[src/rtl/mod_sample_pacer.sv]
// mod_sample_pacer
// Frame-paced bridge between the synthesizer and the audio DAC serializer.
// A codec LRCK rising edge (after synchronisation) pops one sample from a
// small FIFO onto o_sample. A producer FSM keeps the FIFO topped up. It issues
// one request at a time to the synth and converts each answer to a saturated
// signed OUT_WIDTH sample.
//
// Ports:
//   i_clk, i_rst    clock; asynchronous active-high reset
//   i_lrck          codec DACLRCK (asynchronous to i_clk)
//   o_trigger       one-cycle sample request to the synth
//   i_sample        signed synth sample, valid while i_sample_valid is high
//   i_sample_valid  synth answer strobe
//   i_clear         clears the sticky flags (a same-cycle set wins)
//   o_sample        signed sample to the DAC, held between frames
//   o_frame         one-cycle pulse in the cycle o_sample changes
//   o_fill          FIFO occupancy 0..DEPTH
//   o_underrun      sticky: LRCK frame arrived with an empty FIFO
//   o_clip          sticky: a pushed sample was saturated
//   o_timeout       sticky: synth did not answer within TIMEOUT cycles
module mod_sample_pacer #(
  parameter int IN_WIDTH  = 32,
  parameter int OUT_WIDTH = 16,
  parameter int SHIFT     = 0,
  parameter int DEPTH     = 4,
  parameter int TIMEOUT   = 1023
) (
  input  logic                   i_clk,
  input  logic                   i_rst,
  input  logic                   i_lrck,
  output logic                   o_trigger,
  input  logic [IN_WIDTH-1:0]    i_sample,
  input  logic                   i_sample_valid,
  input  logic                   i_clear,
  output logic [OUT_WIDTH-1:0]   o_sample,
  output logic                   o_frame,
  output logic [$clog2(DEPTH):0] o_fill,
  output logic                   o_underrun,
  output logic                   o_clip,
  output logic                   o_timeout
);

  localparam int PW = $clog2(DEPTH);
  localparam int CW = $clog2(TIMEOUT + 1);

  localparam logic [PW:0]   FILL_FULL = (PW + 1)'(DEPTH);
  localparam logic [PW:0]   FILL_ZERO = {(PW + 1){1'b0}};
  localparam logic [PW:0]   FILL_ONE  = {{PW{1'b0}}, 1'b1};
  localparam logic [PW-1:0] PTR_ONE   = {{(PW - 1){1'b0}}, 1'b1};
  localparam logic [CW-1:0] CNT_ZERO  = {CW{1'b0}};
  localparam logic [CW-1:0] CNT_ONE   = {{(CW - 1){1'b0}}, 1'b1};
  // The counter starts at 0 in the trigger cycle, so hitting TIMEOUT-1 means
  // the timeout registers exactly TIMEOUT cycles after o_trigger rose.
  localparam logic [CW-1:0] CNT_LAST  = CW'(TIMEOUT - 1);

  // Saturation limits expressed at the input width so the compare is signed.
  localparam logic signed [IN_WIDTH-1:0] SAT_MAX =
    {{(IN_WIDTH - OUT_WIDTH + 1){1'b0}}, {(OUT_WIDTH - 1){1'b1}}};
  localparam logic signed [IN_WIDTH-1:0] SAT_MIN =
    {{(IN_WIDTH - OUT_WIDTH + 1){1'b1}}, {(OUT_WIDTH - 1){1'b0}}};

  typedef enum logic [0:0] {
    ST_IDLE = 1'b0,
    ST_WAIT = 1'b1
  } state_t;

  // Returns {clipped, sample}: arithmetic shift then clamp to OUT_WIDTH.
  function automatic logic [OUT_WIDTH:0] sat_convert(input logic [IN_WIDTH-1:0] raw);
    logic signed [IN_WIDTH-1:0] v;
    v = $signed(raw) >>> SHIFT;
    if (v > SAT_MAX) begin
      sat_convert = {1'b1, 1'b0, {(OUT_WIDTH - 1){1'b1}}};
    end else if (v < SAT_MIN) begin
      sat_convert = {1'b1, 1'b1, {(OUT_WIDTH - 1){1'b0}}};
    end else begin
      sat_convert = {1'b0, v[OUT_WIDTH-1:0]};
    end
  endfunction

  logic                 lrck_s1_r, lrck_s2_r, lrck_s3_r;
  logic                 tick_s, pop_s, push_s, trig_s, tmo_s;
  logic                 underrun_set_s, clip_set_s;
  logic [OUT_WIDTH:0]   conv_s;
  state_t               state_r, state_s;
  logic [CW-1:0]        wait_cnt_r;
  logic [PW-1:0]        wr_ptr_r, rd_ptr_r;
  logic [OUT_WIDTH-1:0] mem_r [DEPTH];

  // LRCK synchroniser; s3 only serves the rising-edge detect.
  always_ff @(posedge i_clk or posedge i_rst) begin
    if (i_rst) begin
      lrck_s1_r <= 1'b0;
      lrck_s2_r <= 1'b0;
      lrck_s3_r <= 1'b0;
    end else begin
      lrck_s1_r <= i_lrck;
      lrck_s2_r <= lrck_s1_r;
      lrck_s3_r <= lrck_s2_r;
    end
  end

  assign tick_s         = lrck_s2_r & ~lrck_s3_r;
  assign pop_s          = tick_s & (o_fill != FILL_ZERO);
  assign underrun_set_s = tick_s & (o_fill == FILL_ZERO);
  assign conv_s         = sat_convert(i_sample);
  assign clip_set_s     = push_s & conv_s[OUT_WIDTH];

  // Producer FSM next state: one outstanding request, push or give up.
  always_comb begin
    state_s = state_r;
    trig_s  = 1'b0;
    push_s  = 1'b0;
    tmo_s   = 1'b0;
    case (state_r)
      ST_IDLE: begin
        if (o_fill < FILL_FULL) begin
          trig_s  = 1'b1;
          state_s = ST_WAIT;
        end else begin
          state_s = ST_IDLE;
        end
      end
      ST_WAIT: begin
        if (i_sample_valid) begin
          push_s  = 1'b1;
          state_s = ST_IDLE;
        end else if (wait_cnt_r == CNT_LAST) begin
          tmo_s   = 1'b1;
          state_s = ST_IDLE;
        end else begin
          state_s = ST_WAIT;
        end
      end
      default: begin
        state_s = ST_IDLE;
      end
    endcase
  end

  // Producer FSM state, registered trigger and response wait counter.
  always_ff @(posedge i_clk or posedge i_rst) begin
    if (i_rst) begin
      state_r    <= ST_IDLE;
      o_trigger  <= 1'b0;
      wait_cnt_r <= CNT_ZERO;
    end else begin
      state_r   <= state_s;
      o_trigger <= trig_s;
      if (trig_s) begin
        wait_cnt_r <= CNT_ZERO;
      end else if (state_r == ST_WAIT) begin
        wait_cnt_r <= wait_cnt_r + CNT_ONE;
      end else begin
        wait_cnt_r <= wait_cnt_r;
      end
    end
  end

  // FIFO storage; contents are don't-care until written.
  always_ff @(posedge i_clk) begin
    if (push_s) begin
      mem_r[wr_ptr_r] <= conv_s[OUT_WIDTH-1:0];
    end
  end

  // FIFO pointers and occupancy; pointers wrap naturally as DEPTH is 2^PW.
  always_ff @(posedge i_clk or posedge i_rst) begin
    if (i_rst) begin
      wr_ptr_r <= {PW{1'b0}};
      rd_ptr_r <= {PW{1'b0}};
      o_fill   <= FILL_ZERO;
    end else begin
      if (push_s) wr_ptr_r <= wr_ptr_r + PTR_ONE;
      if (pop_s)  rd_ptr_r <= rd_ptr_r + PTR_ONE;
      case ({push_s, pop_s})
        2'b10:   o_fill <= o_fill + FILL_ONE;
        2'b01:   o_fill <= o_fill - FILL_ONE;
        default: o_fill <= o_fill;
      endcase
    end
  end

  // Consumer: present the FIFO head on each LRCK frame.
  always_ff @(posedge i_clk or posedge i_rst) begin
    if (i_rst) begin
      o_sample <= {OUT_WIDTH{1'b0}};
      o_frame  <= 1'b0;
    end else begin
      o_frame <= pop_s;
      if (pop_s) begin
        o_sample <= mem_r[rd_ptr_r];
      end
    end
  end

  // Sticky status flags; a set in the same cycle as i_clear takes priority.
  always_ff @(posedge i_clk or posedge i_rst) begin
    if (i_rst) begin
      o_underrun <= 1'b0;
      o_clip     <= 1'b0;
      o_timeout  <= 1'b0;
    end else begin
      if (underrun_set_s)  o_underrun <= 1'b1;
      else if (i_clear)    o_underrun <= 1'b0;
      if (clip_set_s)      o_clip <= 1'b1;
      else if (i_clear)    o_clip <= 1'b0;
      if (tmo_s)           o_timeout <= 1'b1;
      else if (i_clear)    o_timeout <= 1'b0;
    end
  end

endmodule

[config.mk]
export PLATFORM = sky130hd
export DESIGN_NAME = mod_sample_pacer
export DESIGN_NICKNAME = d
export VERILOG_FILES = /design/src/rtl/mod_sample_pacer.sv
export SDC_FILE = /design/constraint.sdc
export NUM_CORES = 1
export LEC_CHECK = 0
export CAP_MARGIN = 0
export CORE_MARGIN = 5
export CORE_UTILIZATION = 58
export DETAILED_ROUTE_END_ITERATION = 6
export PLACE_DENSITY = 0.84
export SKIP_CTS_REPAIR_TIMING = 1
export SYNTH_ARGS = -nofsm -noshare
export SYNTH_HDL_FRONTEND = slang
export SYNTH_SLANG_ARGS = --single-unit
[constraint.sdc]
create_clock -name i_clk -period 3.38 [get_ports i_clk]
set_input_delay 0.676 -clock i_clk [delete_from_list [all_inputs] [get_ports i_clk]]
set_output_delay 0.676 -clock i_clk [all_outputs]
set_load 0.005 [all_outputs]
==> flow_summary.yaml <==
floorplanning:
  die_h_um: 97.4
  initial_core_util_pct: 60.4
  core_area_um2: 7330
  die_w_um: 97.4
  ios: 61
  die-area_um2: 9480
  fp-row-count: 31
placement:
  io_buffer_count: 60
  dp_slack_ns: 0.568
  gp_congestion: 0.762
  post-dp-hpwl_um: 5410
  dpl.cell_count: 414
logic_synthesis:
  synthCells: 256
  synth_warnings: 0
  synth_edf_count: 64
  synth_ff_type: "edfxtp_1"
  synth.largest_area_cell: "edfxtp_1"
  syn_area_per_cell_um2: 17.3
  yosys.cell_count.top_type: "edfxtp_1"
  yosysTopAreaCellShare_pct: 43.4
  synthDistinctLibCells: 38
  netlist_area_um2: 4430
  synth_top_cells_by_area: "edfxtp_1 (43%), dfrtp_1 (24%), mux4_1 (4.7%)"
  syn_nets: 301
  synth_commonest_cells: "edfxtp_1 (64), dfrtp_1 (42), o21a_1 (15)"
  synth_seq_cells: 106
  seq_area_frac_synth_pct: 67.2
  async_flop_share_pct: 39.6
grt:
  grt_use_met2_pct: 30.2
  met3_usage_pct: 4.74
  antenna_found_initial: 0
  grt_usage_pct: 18.2
  use_met1_pct: 23.9
  grt_pass1_wl_um: 13500
  grt.busiest_layer: "met2"
  grt_pass1_vias: 2616
  grt_max_degree: 26
  overflow: 0
critical_path:
  crit_type: "primary input to flip-flop"
  start_kind: "primary input"
  crit_buf_inv: 1
  arrival_ns: 2.52
  slowest_delay_ns: 0.54
  crit_slowest_cell: "a41oi_2"
  critical-path-top-delay-family: "compound AO/OA/AOI/OAI gates"
  crit_required_ns: 3.48
  end_kind: "flip-flop"
  critPathMaxFanout: 15
  crit_chain: "clkdlybuf4s50_1 > nor4_1 > a41oi_2 > o21a_1"
layout:
  fin_nets: 371
  finalNonFillerCells: 430
  num_antenna_cells: 0
  drive_above_1_share_pct: 16.6
  syn_to_final_growth_pct: 21.3
sta:
  rsz0062_at_grt: "no"
  relSlewSlack_pct: 37.4
  fin_crit_ns: 2.43
  worst_slack_ns: 0.954
  drv_slew: 0
  setup_viol: 0
  fin_worst_skew_ns: 0.0109
  hold_viol: 0
  fmax_mhz: 412
  worst_pin_slew_ns: 0.933
  whs_ns: 0.371
  tns_ns: 0
  fin_crit_sh_pct: 71.8
clocking:
  path_clk_slew_ns: 0.10
  cts_sinks: 106
  numCtsBuffers: 9
  clockBufferDepth: 2
  h-tree-depth: 3
  cts_tree: "built"
  cts_root_buf: "clkbuf_8"
  clk_latency_ns: 0.36
drt:
  drc_errors: 0
  vias_per_cell: 5.70
  num_vias: 2453
  firstDrtPassIters: 4
  wire_per_inst_um: 18.7
  drtIter0Drc: 122
  ant_nets: 0
  wirelength_um: 8050
job:
  drv_cap: 0
power:
  ir_drop_mv: 0.403
  leakage_uw: 0.00205
  power.density_nw_per_um2: 727
worst_hold_path:
  hold_path.class: "flip-flop to flip-flop"
run_status:
  run_status: "finished clean"
==> worst reg2reg max path, stage by stage (launching register included) <==
cell     delay, ns
dfrtp_1       0.51
nor3_1        0.12
nor2_4        0.10
buf_4         0.32
ha_1          0.25
inv_1         0.06
fa_1          0.37
xor2_1        0.15
nor2_1        0.11
xor2_1        0.15
==> stage by stage <==
step	util (%)	total power (uW)	area (um2)
after floorplan	-	2590	4430
after detailed placement	70.0	3070	5130
final	73.3	3910	5370
after CTS	73.3	3950	5370
after global routing	73.3	4130	5370
after global placement	70.0	3030	5130
==> metal layers <==
metal / wire (um) / part of all wire (%)
met3: 383 / 4.8
met5: 0 / 0
met1: 3480 / 43
met4: 88 / 1.1
met2: 4100 / 51
==> kinds of logic after synthesis <==
group	synth area share [%]
compound gates	5.68
xor+xnor	1.38
fa+ha+maj	2.43
buf+inv	2.77
flops	67.2
mux	15.2
simple gates	5.37
==> layout make-up <==
type,count,area [um2]
Multi-Input combinational cell,130,1330
Inverter,10,37.5
Clock buffer,9,124
Fill cell,440,1960
Sequential cell,106,2970
Tap cell,99,124
Clock inverter,7,113
Timing Repair Buffer,69,668
==> sequential cells by signal, summed over array words and instances (netlist names) <==
register	cells
mem_r	64
o_sample	16
o_timeout	1
o_fill	3
o_underrun	1
lrck_s1_r	1
o_clip	1
o_trigger	1
o_frame	1
wr_ptr_r	2
lrck_s3_r	1
rd_ptr_r	2
wait_cnt_r	10
state_r	1
lrck_s2_r	1
==> layout by cell type, fill, tap and decap left out, types with 2 or more instances in the layout <==
cell type / netlist / final
nor4_1: 4 / 4
o21a_1: 15 / 15
o21ai_0: 6 / 6
bufinv_16: 0 / 2
mux2_4: 8 / 8
nand2_1: 14 / 14
mux2_2: 10 / 10
buf_4: 0 / 9
mux4_1: 8 / 8
nor2b_1: 2 / 2
o211ai_1: 2 / 2
ha_1: 7 / 7
nand3_1: 4 / 4
and3_1: 5 / 5
nand2b_1: 3 / 3
mux4_2: 8 / 8
xor2_1: 3 / 3
nand4_1: 6 / 6
o31ai_1: 2 / 2
xnor2_1: 4 / 4
inv_1: 10 / 9
mux2i_1: 5 / 5
clkdlybuf4s50_1: 0 / 60
nor2_1: 3 / 3
edfxtp_1: 64 / 64
dfrtp_1: 42 / 42
clkbuf_8: 0 / 9
==> worst paths after layout <==
kind	start	endpoint	slack, ns	depth (start not counted)
max	i_sample[30]	mem_r[3][12]	0.95	4
min	lrck_s1_r	lrck_s2_r	0.37	0
min reg2reg	lrck_s1_r	lrck_s2_r	0.37	0
max reg2reg	o_fill[2]	o_fill[2]	1.19	9
min in group asynchronous	i_rst	o_sample[2]	0.71	2
max in group asynchronous	i_rst	o_sample[12]	2.03	3
==> power breakdown <==
group	total, uW	switching [uW]	leakage, uW	internal, uW
clock network	872	440	0.000115	432
registers	1930	255	0.00111	1670
logic	1110	403	0.000829	703
total	3910	1100	0.00205	2810
Power figures use the tool's default switching activity.
